File: src/rtl/uart_tx.sv
// uart_tx: asynchronous serial transmitter (start, DBIT data bits LSB-first,
// optional even parity, stop). Bit timing comes from a 16x baud s_tick.
// Optional feature: define UART_TX_PARITY_EN to insert one even-parity bit
// between the last data bit and the stop period.
module uart_tx #(
  parameter int DBIT    = 8,   // data bits per frame, 5..8
  parameter int SB_TICK = 16   // s_ticks in stop state: 16/24/32 -> 1/1.5/2 stop bits
) (
  input  logic       clk,
  input  logic       rst,
  input  logic       s_tick,
  input  logic       tx_start,
  input  logic [7:0] din,
  output logic       tx_busy,
  output logic       tx_done_tick,
  output logic       tx
);

  typedef enum logic [2:0] {
    ST_IDLE,
    ST_START,
    ST_DATA,
`ifdef UART_TX_PARITY_EN
    ST_PARITY,
`endif
    ST_STOP
  } state_t;

  localparam logic [4:0] BIT_LAST  = 5'd15;
  localparam logic [2:0] DATA_LAST = 3'(DBIT - 1);
  localparam logic [4:0] STOP_LAST = 5'(SB_TICK - 1);
`ifdef UART_TX_PARITY_EN
  localparam logic [7:0] DATA_MASK = 8'((1 << DBIT) - 1);
`endif

  state_t     state_q, state_d;
  logic [4:0] s_q, s_d;      // s_ticks within the current bit
  logic [2:0] n_q, n_d;      // data bit index
  logic [7:0] b_q, b_d;      // outgoing data, shifted right as bits are sent
  logic       tx_q, tx_d;    // registered serial line
`ifdef UART_TX_PARITY_EN
  logic       parity_q, parity_d;
`endif

  // Next-state and next-line-value logic for the frame sequencer.
  always_comb begin
    // NOTE: every signal written here gets a default first, so no path can infer a latch.
    state_d      = state_q;
    s_d          = s_q;
    n_d          = n_q;
    b_d          = b_q;
    tx_d         = tx_q;
`ifdef UART_TX_PARITY_EN
    parity_d     = parity_q;
`endif
    tx_done_tick = 1'b0;

    unique case (state_q)
      ST_IDLE: begin
        tx_d = 1'b1;
        // s_tick is deliberately ignored here: counting starts with the next tick.
        if (tx_start) begin
          state_d  = ST_START;
          b_d      = din;
          s_d      = '0;
          tx_d     = 1'b0;
`ifdef UART_TX_PARITY_EN
          parity_d = ^(din & DATA_MASK);
`endif
        end
      end

      ST_START: begin
        if (s_tick) begin
          if (s_q == BIT_LAST) begin
            state_d = ST_DATA;
            s_d     = '0;
            n_d     = '0;
            tx_d    = b_q[0];
          end else begin
            s_d = s_q + 5'd1;
          end
        end
      end

      ST_DATA: begin
        if (s_tick) begin
          if (s_q == BIT_LAST) begin
            s_d = '0;
            b_d = {1'b0, b_q[7:1]};
            if (n_q == DATA_LAST) begin
`ifdef UART_TX_PARITY_EN
              state_d = ST_PARITY;
              tx_d    = parity_q;
`else
              state_d = ST_STOP;
              tx_d    = 1'b1;
`endif
            end else begin
              n_d  = n_q + 3'd1;
              tx_d = b_q[1];
            end
          end else begin
            s_d = s_q + 5'd1;
          end
        end
      end

`ifdef UART_TX_PARITY_EN
      ST_PARITY: begin
        if (s_tick) begin
          if (s_q == BIT_LAST) begin
            state_d = ST_STOP;
            s_d     = '0;
            tx_d    = 1'b1;
          end else begin
            s_d = s_q + 5'd1;
          end
        end
      end
`endif

      ST_STOP: begin
        tx_d = 1'b1;
        if (s_tick) begin
          if (s_q == STOP_LAST) begin
            // Done pulses while still in stop, so a same-cycle tx_start is ignored.
            state_d      = ST_IDLE;
            tx_done_tick = 1'b1;
          end else begin
            s_d = s_q + 5'd1;
          end
        end
      end

      default: begin
        state_d = ST_IDLE;
        tx_d    = 1'b1;
      end
    endcase
  end

  // State, counters, shift register and line register with synchronous reset.
  always_ff @(posedge clk) begin
    if (rst) begin
      state_q  <= ST_IDLE;
      s_q      <= '0;
      n_q      <= '0;
      b_q      <= '0;
      tx_q     <= 1'b1;
`ifdef UART_TX_PARITY_EN
      parity_q <= 1'b0;
`endif
    end else begin
      // NOTE: non-blocking assignments so every register updates from pre-edge values.
      state_q  <= state_d;
      s_q      <= s_d;
      n_q      <= n_d;
      b_q      <= b_d;
      tx_q     <= tx_d;
`ifdef UART_TX_PARITY_EN
      parity_q <= parity_d;
`endif
    end
  end

  assign tx      = tx_q;
  assign tx_busy = (state_q != ST_IDLE);

endmodule

File: config.mk
export PLATFORM = sky130hd
export DESIGN_NAME = uart_tx
export DESIGN_NICKNAME = d
export VERILOG_FILES = /design/src/rtl/uart_tx.sv
export SDC_FILE = /design/constraint.sdc
export NUM_CORES = 1
export LEC_CHECK = 0
export BUFFER_PORTS_ARGS = -buffer_cell sky130_fd_sc_hd__buf_2
export CORE_MARGIN = 2
export CORE_UTILIZATION = 60
export CTS_BUF_LIST = sky130_fd_sc_hd__clkbuf_8
export DETAILED_ROUTE_END_ITERATION = 10
export PLACE_DENSITY = 0.82
export SLEW_MARGIN = 5
export SYNTH_ARGS = -nofsm -noshare
export SYNTH_HDL_FRONTEND = slang
export SYNTH_SLANG_ARGS = --single-unit
File: constraint.sdc
create_clock -name clk -period 3.3 [get_ports clk]
set_input_delay 0.495 -clock clk [delete_from_list [all_inputs] [get_ports clk]]
set_output_delay 0.495 -clock clk [all_outputs]
set_load 0.01 [all_outputs]
==> metrics.cfg, run 1 <==
[status]
status=complete, no violations

[finish]
fill_cells=165
layoutNonFillerInstCount=173
antenna_cells=0
multiInputGateArea_um2=802
drive_gt1_share_pct=19.9
seq_area_um2=380
num-nets-final=168
final_cell_mix=dfxtp_1 (19), a21oi_1 (16), buf_2 (14)
layout_commonest_cell=dfxtp_1
fin_area_um2=1350
syn2layout_area_growth_pct=10.1
utilization_pct=69.5

[sta]
final.setup.tns_ns=0
tightestPinTransition_ns=0.867
fin_crit_ns=2.40
finalWorstSetupSlack_ns=0.895
hold_viol=0
setup_viol=0
min_period_over_period_pct=72.9
max_slew_margin_pct=42.2
fin_skew_ns=0.00345
rsz0062_at_grt=false
slew_viol_final=0
holdWs_ns=0.479
fmax_mhz=416

[place]
placed_area_um2=1310
dp_cells=169
dp_hpwl_um=1900
io_buffers=14
gp_congestion=0.785
post-place-ws_ns=0.927

[clocking]
cts_buffers=3
h-tree-depth=1
root_buffer=clkbuf_8
cts_setup_buffers=0
post_cts_resized=0
clock_sinks=19
cts_max_path_buffers=2
clk_latency_ns=0.26
tritoncts=done
clkSlewWorstSetupHoldPaths_ns=0.08
hold_buffers=0

[detailed_routing]
drtIter0Drc=29
viasPerCell=5.99
postRouteWirelength_um=2580
vias=1036
ant_nets=0
routedWlPerCell_um=14.9
drt_pre_antenna_iters=4
drc=0

[setup_path]
critPathRequiredTime_ns=3.43
rrSetupSlack_ns=0.90
path_class=flip-flop to flip-flop
rr_worst_depth=6
arrival_ns=2.53
setup.worst_path.end_class=flip-flop
start_kind=flip-flop
r2r-start=state_q[0]
worstPathMaxFanout=19
timing.rr.end=b_q[4]

[floorplanning]
start_util_pct=63.1
die-area_um2=2420
core_um2=1940
io_pins=15
die_h_um=49.2
fp.dieW_um=49.2
rows=16

[min_path]
hold_path_end=n_q[1]
min-delay-path-class=flip-flop to flip-flop
min_from=n_q[1]
hold_depth=2

[synth]
synth_edf_count=0
synth_cell_type_count=42
ys_seq_area_share_pct=31.0
yosysWarnings=0
syn-num-nets=154
syn_area_per_cell_um2=9.22
ys.flop_type=dfxtp_1
ys_ff_latch=19
syn_inst=133
syn_area_um2=1230
synthArstFlopShare_pct=0

[power]
power_density_nw_per_um2=749
p_leak_nw=0.514
vdd_drop_max_uv=582
p_total_mw=1.01

[global_route]
met1_usage_pct=28.0
grt_overflow=0
met2_usage_pct=41.0
grt_pass1_wl_um=4370
grt_pass1_vias=1025
grt_usage_pct=23.1
grt_start_max_net_pins=23
use_met3_pct=3.37
grt_busiest_layer=met2
antenna_found_initial=0

[flow_run]
drv_cap=0

worst max-delay path by stage:
stage,startpoint,end,slack (ns),cells after the start
after floorplan,state_q[0],b_q[5],1.63,7
after global placement,state_q[0],b_q[3],1.06,6
after detailed placement,state_q[0],b_q[4],0.93,6
after CTS,state_q[0],b_q[4],0.90,6
after global routing,state_q[0],b_q[2],0.63,6
final,state_q[0],b_q[4],0.90,6
cell usage after synthesis, types with 2 or more instances:
library cell	number	area, um2
ha_1	9	113
nor3_1	3	15.0
o21ai_0	5	25.0
a211oi_1	7	52.6
nor2_1	5	18.8
nand3_1	8	40.0
clkbuf_1	2	7.51
a21oi_1	16	80.1
buf_2	2	10.0
o211ai_1	3	22.5
nor2b_1	2	12.5
mux2i_1	7	70.1
or3_1	2	12.5
dfxtp_1	19	380
o22ai_1	3	18.8
nand2_1	2	7.51
nand2b_1	9	56.3
inv_1	5	18.8
worst max-delay path, cell delays in order (launching register included):
cell and delay [ns]:
dfxtp_1 0.33, inv_1 0.12, ha_1 0.75, nor2_1 0.15, nor2_1 0.42, and2_1 0.37
a211oi_1 0.14
cell type report:
type | instances | share of cell area, %
flip-flops and latches | 19 | 28.2
inverters | 5 | 1.39
clock inverters | 1 | 0.278
well taps | 27 | 2.50
clock buffers | 3 | 3.06
repair buffers | 14 | 5.19
multi-input cells | 104 | 59.4
layer usage:
metal / routed length, um / share of wire [%] / vias to the layer above
met2: 1270 / 49 / 32
met1: 1170 / 45 / 472
li1: - / - / 526
met4: 34 / 1.3 / 0
met3: 106 / 4.1 / 6
met5: 0 / 0 / -
report_power, final:
part	internal (mW)	total (mW)	switching [mW]
clock network	0.0828	0.162	0.0797
registers	0.296	0.335	0.0389
logic	0.212	0.514	0.303
registers in the layout, indices dropped and copies added (netlist names):
register and cells:
state_q 2, s_q 5, b_q 8, n_q 3, tx 1
logic make-up (layout without fill, tap and decap cells):
family / count (synthesis) / count (layout) / share of synthesized area, %
fa+ha+maj: 9 / 9 / 9.18
mux: 7 / 7 / 5.71
simple gates: 44 / 44 / 24.2
flops: 19 / 19 / 31.0
compound gates: 44 / 44 / 26.3
buf+inv: 10 / 23 / 3.57
No activity file was read; power rests on OpenSTA's default activity.
==> run 2: changes to the inputs <==
--- a/config.mk
+++ b/config.mk
@@ -7,10 +7,10 @@
 export LEC_CHECK = 0
 export BUFFER_PORTS_ARGS = -buffer_cell sky130_fd_sc_hd__buf_2
 export CORE_MARGIN = 2
-export CORE_UTILIZATION = 60
+export CORE_UTILIZATION = 54
 export CTS_BUF_LIST = sky130_fd_sc_hd__clkbuf_8
 export DETAILED_ROUTE_END_ITERATION = 10
-export PLACE_DENSITY = 0.82
+export PLACE_DENSITY = 0.78
 export SLEW_MARGIN = 5
 export SYNTH_ARGS = -nofsm -noshare
 export SYNTH_HDL_FRONTEND = slang
==> constraint.sdc (replaced) <==
create_clock -name clk -period 2.1 [get_ports clk]
set_input_delay 0.315 -clock clk [delete_from_list [all_inputs] [get_ports clk]]
set_output_delay 0.315 -clock clk [all_outputs]
set_load 0.01 [all_outputs]
==> run 2 against run 1 <==
  * Sequential share of layout area down 0.49 points
  * Largest power group unchanged
  * Non-clock buffer count grew 3
  * Wire length decreased by 0.74%
  * Largest cell class unchanged
  * Critical path type is now flip-flop to output pin
==> metrics.cfg, run 2 (synthesized netlist as in run 1, its figures left out) <==
[detailed_routing]
drc=0  ; unchanged
routedWlPerCell_um=14.5  ; -3.0%
drtIter0Drc=29  ; unchanged
viasPerCell=5.85  ; -2.3%
vias=1036  ; unchanged
postRouteWirelength_um=2570  ; -0.74%
ant_nets=0  ; unchanged
drt_pre_antenna_iters=4  ; unchanged

[setup_path]
critPathRequiredTime_ns=1.78  ; -1.65 ns
critical_path.max_stage_delay_ns=0.38  ; -0.37 ns
worstPathCellList=ha_1 > nand3_4 > nor3_1 > buf_2
start_kind=flip-flop
r2r-start=state_q[0]
worstSetupStartpoint=s_q[0]
setup.worst_path.end_class=output pin
path_class=flip-flop to output pin
cpMaxStageDelayCell=dfxtp_1
arrival_ns=1.57  ; -0.96 ns
worstPathMaxFanout=6  ; -13

[clocking]
tritoncts=done
clk_latency_ns=0.26  ; about the same
root_buffer=clkbuf_8
clkSlewWorstSetupHoldPaths_ns=0.07  ; about the same
cts_max_path_buffers=2  ; unchanged
h-tree-depth=1  ; unchanged
cts_setup_buffers=0  ; unchanged
clock_sinks=19  ; unchanged
cts_buffers=3  ; unchanged
post_cts_resized=0  ; unchanged
hold_buffers=0  ; unchanged

[min_path]
min_from=din[7]
min-delay-path-class=primary input to flip-flop

[power]
power_density_nw_per_um2=1180  ; +58%
p_leak_nw=0.530  ; +3.0%
vdd_drop_max_uv=761  ; +31%

[global_route]
grt_usage_pct=22.7  ; -0.40 points
antenna_found_initial=0  ; unchanged
grt_pass1_wl_um=4530  ; +3.5%
grt_pass1_vias=1041  ; +1.6%
grt_start_max_net_pins=23  ; unchanged
grt_overflow=0  ; unchanged

[sta]
finalWorstSetupSlack_ns=0.214  ; -0.681 ns
fin_skew_ns=0.00194  ; -0.00151 ns
tightestPinTransition_ns=0.457  ; -0.410 ns
min_period_over_period_pct=89.8
rsz0062_at_grt=false
final.setup.tns_ns=0  ; unchanged
fin_crit_ns=1.89
hold_viol=0  ; unchanged
slew_viol_final=0  ; unchanged
fmax_mhz=530
max_slew_margin_pct=69.3  ; +27 points
holdWs_ns=0.364  ; -0.115 ns
setup_viol=0  ; unchanged

[finish]
layout_commonest_cell=dfxtp_1
num-nets-final=171  ; +1.8%
seq_area_um2=380  ; unchanged
largest_register_ffs=8  ; unchanged
multiInputGateArea_um2=802  ; unchanged
antenna_cells=0  ; unchanged
drive_gt1_share_pct=21.5  ; +1.6 points
final_cell_mix=dfxtp_1 (19), a21oi_1 (16), buf_2 (14)
largest_registers=b_q x8, s_q x5, n_q x3
syn2layout_area_growth_pct=12.0
fill_cells=208  ; +26%
top_register=b_q

[flow_run]
drv_cap=0  ; unchanged

[status]
status=complete, no violations

[floorplanning]
start_util_pct=56.5  ; -6.6 points
die_h_um=51.7  ; +5.0%
core_um2=2170  ; +12%
fp.dieW_um=51.7  ; +5.0%
rows=17  ; +1
io_pins=15  ; unchanged
die-area_um2=2670  ; +10%

[place]
io_buffers=14  ; unchanged
post-place-ws_ns=0.351  ; -0.576 ns
dp_hpwl_um=1890  ; -0.59%
gp_congestion=0.789  ; +0.55%

-- run 2: cell types whose count changed in the layout (fill, tap and decap cells not counted) --
cell / delta
buf_4: +3
-- run 2: power breakdown --
| group | internal, mW | switching [mW] | total (mW) |
|---|---|---|---|
| sequential | 0.466 | 0.0644 | 0.530 |
| clock | 0.130 | 0.118 | 0.248 |
| combinational | 0.360 | 0.485 | 0.844 |
| total | 0.956 | 0.667 | 1.62 |
-- run 2: path summary, 6_finish.rpt --
kind	to	slack, ns	depth (start not counted)
min	b_q[7]	0.36	3
max	tx_done_tick	0.21	4
min reg2reg	n_q[1]	0.48	2
max reg2reg	state_q[1]	0.34	6
-- run 2: layout make-up --
class | instances | share of cell area (%)
clock inverters | 1 | 0.273
clock buffers | 3 | 3.01
multi-input cells | 104 | 58.4
repair buffers | 17 | 6.74
well taps | 28 | 2.55
inverters | 5 | 1.37
flip-flops and latches | 19 | 27.7
-- run 2: routing by layer --
metal  routed length [um]  track usage [%]  up-vias
met2                 1240             38.7       33
met3                  136             3.45        7
met5                    0                0        -
met1                 1140             27.9      469
met4                   48             11.0        0
li1                     -                -      527
-- run 2: critical path: cells and delay by family, from the launching register on --
kind	cells	cell delay, ns
buf+inv	1	0.18
fa+ha+maj	1	0.32
flops	1	0.38
simple gates	2	0.43
-- run 2: metrics by stage --
| step | utilization (%) | area [um2] | total power, mW | std cells |
|---|---|---|---|---|
| 3_3_place_gp | 61.2 | 1330 | 1.34 | 173 |
| 4_1_cts | 63.3 | 1370 | 1.62 | 177 |
| 6_report | 63.3 | 1370 | 1.62 | 177 |
| 3_5_place_dp | 61.2 | 1330 | 1.36 | 173 |
| 5_1_grt | 63.3 | 1370 | 1.74 | 177 |
| 2_1_floorplan | - | 1230 | 1.17 | 133 |
==> run 3: changes to the inputs <==
==> constraint.sdc (replaced) <==
create_clock -name clk -period 1.59 [get_ports clk]
set_input_delay 0.2385 -clock clk [delete_from_list [all_inputs] [get_ports clk]]
set_output_delay 0.2385 -clock clk [all_outputs]
set_load 0.01 [all_outputs]
==> run 3 against run 2 <==
  * The flow now finishes with violations (negative setup slack)
  * Non-clock buffer count is 24 higher
  * Critical path depth rose by 3
  * Worst setup slack got worse by 0.36 ns
  * Combinational power up 100%
  * Die area stayed put
  * Register-to-register slack got worse by 0.49 ns
  * Hold slack lost 0.058 ns
  * Utilization rose by 19 points
  * First-iteration DRC count up 69%
  * Count of clock-buffer cells in the layout stayed put
  * Wire length increased by 51%
  * Largest power group unchanged
==> metrics.cfg, run 3 (synthesized netlist as in run 1, its figures left out) <==
[setup_path]
worstSetupStartpoint=state_q[1]
rr_worst_depth=7  ; +1
path_class=flip-flop to flip-flop
setup.worst_path.end_class=flip-flop
critPathRequiredTime_ns=1.74  ; -0.04 ns
r2r-start=state_q[1]
arrival_ns=1.89  ; +0.32 ns
worstPathMaxFanout=8  ; +2
start_kind=flip-flop

[global_route]
grt_overflow=0  ; unchanged
grt_start_max_net_pins=23  ; unchanged
grt_pass1_vias=1083  ; +4.0%
antenna_found_initial=0  ; unchanged
grt_pass1_wl_um=4960  ; +9.6%
grt_usage_pct=25.0  ; +2.3 points

[place]
io_buffers=14  ; unchanged
post-place-ws_ns=-0.101  ; -0.452 ns
gp_congestion=0.848  ; +7.4%
dp_hpwl_um=2150  ; +14%
placed_area_um2=1460  ; +9.6%
dp_cells=189  ; +9.2%

[finish]
largest_registers=b_q x8, s_q x5, n_q x3
final_cell_mix=buf_4 (22), a21oi_1 (14), buf_2 (14)
largest_register_ffs=8  ; unchanged
fin_area_um2=1780  ; +29%
num-nets-final=195  ; +14%
fill_cells=133  ; -36%
layoutNonFillerInstCount=201  ; +14%
syn2layout_area_growth_pct=44.8
drive_gt1_share_pct=50.3  ; +29 points
antenna_cells=0  ; unchanged
seq_area_um2=394  ; +3.6%
layout_commonest_cell=buf_4
utilization_pct=81.8  ; +19 points
top_register=b_q
multiInputGateArea_um2=971  ; +21%

[sta]
max_slew_margin_pct=71.9  ; +2.6 points
fin_crit_ns=1.74
fmax_mhz=575
finalWorstSetupSlack_ns=-0.148  ; -0.362 ns
hold_viol=0  ; unchanged
fin_skew_ns=0.00956  ; +0.00762 ns
min_period_over_period_pct=109
setup_viol=11  ; +11
slew_viol_final=0  ; unchanged
rsz0062_at_grt=true
tightestPinTransition_ns=0.422  ; -0.0348 ns

[power]
p_sw_mw=1.20  ; +79%
clkPwrFrac_pct=12.9  ; -2.4 points
p_leak_nw=0.687  ; +30%
vdd_drop_max_uv=1640  ; +120%
comb_power_share_pct=60.5  ; +8.5 points
internal-power_mw=1.62  ; +69%
p_sw_share_pct=42.5  ; +1.4 points
power_density_nw_per_um2=1580  ; +34%
p_seq_share_pct=26.6  ; -6.1 points

[detailed_routing]
vias=1271  ; +23%
ant_nets=0  ; unchanged
routedWlPerCell_um=19.3  ; +33%
drtIter0Drc=49  ; +69%
postRouteWirelength_um=3880  ; +51%
viasPerCell=6.32  ; +8.0%
drt_pre_antenna_iters=5  ; +1
drc=0  ; unchanged

[clocking]
clock_sinks=19  ; unchanged
clk_latency_ns=0.27  ; about the same
tritoncts=done
cts_buffers=3  ; unchanged
root_buffer=clkbuf_8
cts_max_path_buffers=2  ; unchanged
clkSlewWorstSetupHoldPaths_ns=0.09  ; +0.02 ns
h-tree-depth=1  ; unchanged

[status]
violations=negative setup slack
status=finished, violations left

[floorplanning]
die_h_um=51.7  ; unchanged
die-area_um2=2670  ; unchanged
rows=17  ; unchanged
core_um2=2170  ; unchanged
fp.dieW_um=51.7  ; unchanged
io_pins=15  ; unchanged
start_util_pct=56.5  ; unchanged

[min_path]
min_from=din[7]
min-delay-path-class=primary input to flip-flop
hold_depth=3  ; unchanged

[flow_run]
drv_cap=0  ; unchanged

-- run 3: per-layer routing --
layer	global-route usage (%)	part of all wire, %	vias to the layer above
met1	30.8	40	596
met3	4.60	6.7	22
met4	10.5	3.6	0
li1	-	-	581
met2	42.7	49	72
met5	0	0	-
-- run 3: cell type report --
class | count | share of cell area (%)
sequential | 19 | 22.2
clock inverter | 1 | 0.282
tap | 28 | 1.97
clock buffer | 3 | 2.33
inverter | 5 | 1.62
timing repair buffer | 41 | 16.9
multi-input combinational | 104 | 54.7
-- run 3: what timing repair did --
item | CTS | global route
endpoints found under the setup margin | 15 | 18
resized for setup | 17 | 33
setup buffers | 3 | 5
endpoints found under the hold margin | 0 | 0
pin swaps | 4 | 11
hold buffers | 0 | 0
-- run 3: metrics by stage --
stage               hold WS [ns]  TNS, ns  power, mW
global placement           0.459  -0.0342       1.94
CTS                        0.285  -0.0682       2.45
detailed placement         0.477   -0.686       2.00
finish                     0.306   -0.565       2.81
floorplan                  0.412        0       1.57
global route               0.299    -1.18       2.92
-- run 3: worst paths after layout --
kind,endpoint,slack (ns)
worst max-delay path,b_q[0],-0.15
worst min-delay path,b_q[7],0.31
worst max register to register,b_q[0],-0.15
worst min register to register,n_q[1],0.49
-- run 3: critical path: stages (launching register included) --
cell and delay, ns:
dfxtp_4 0.41, inv_6 0.05, ha_4 0.16, buf_4 0.15, nor2_1 0.21, nor2_2 0.08, and2_1 0.24, a211oi_1 0.31
-- run 3: power by group through the flow --
| stage | Combinational [mW] | Clock, mW | Sequential (mW) |
|---|---|---|---|
| 5_1_grt | 1.78 | 0.374 | 0.758 |
| 3_3_place_gp | 1.24 | 0 | 0.698 |
| 4_1_cts | 1.40 | 0.344 | 0.710 |
| 2_1_floorplan | 0.879 | 0 | 0.692 |
| 3_5_place_dp | 1.29 | 0 | 0.708 |
| 6_report | 1.70 | 0.362 | 0.749 |
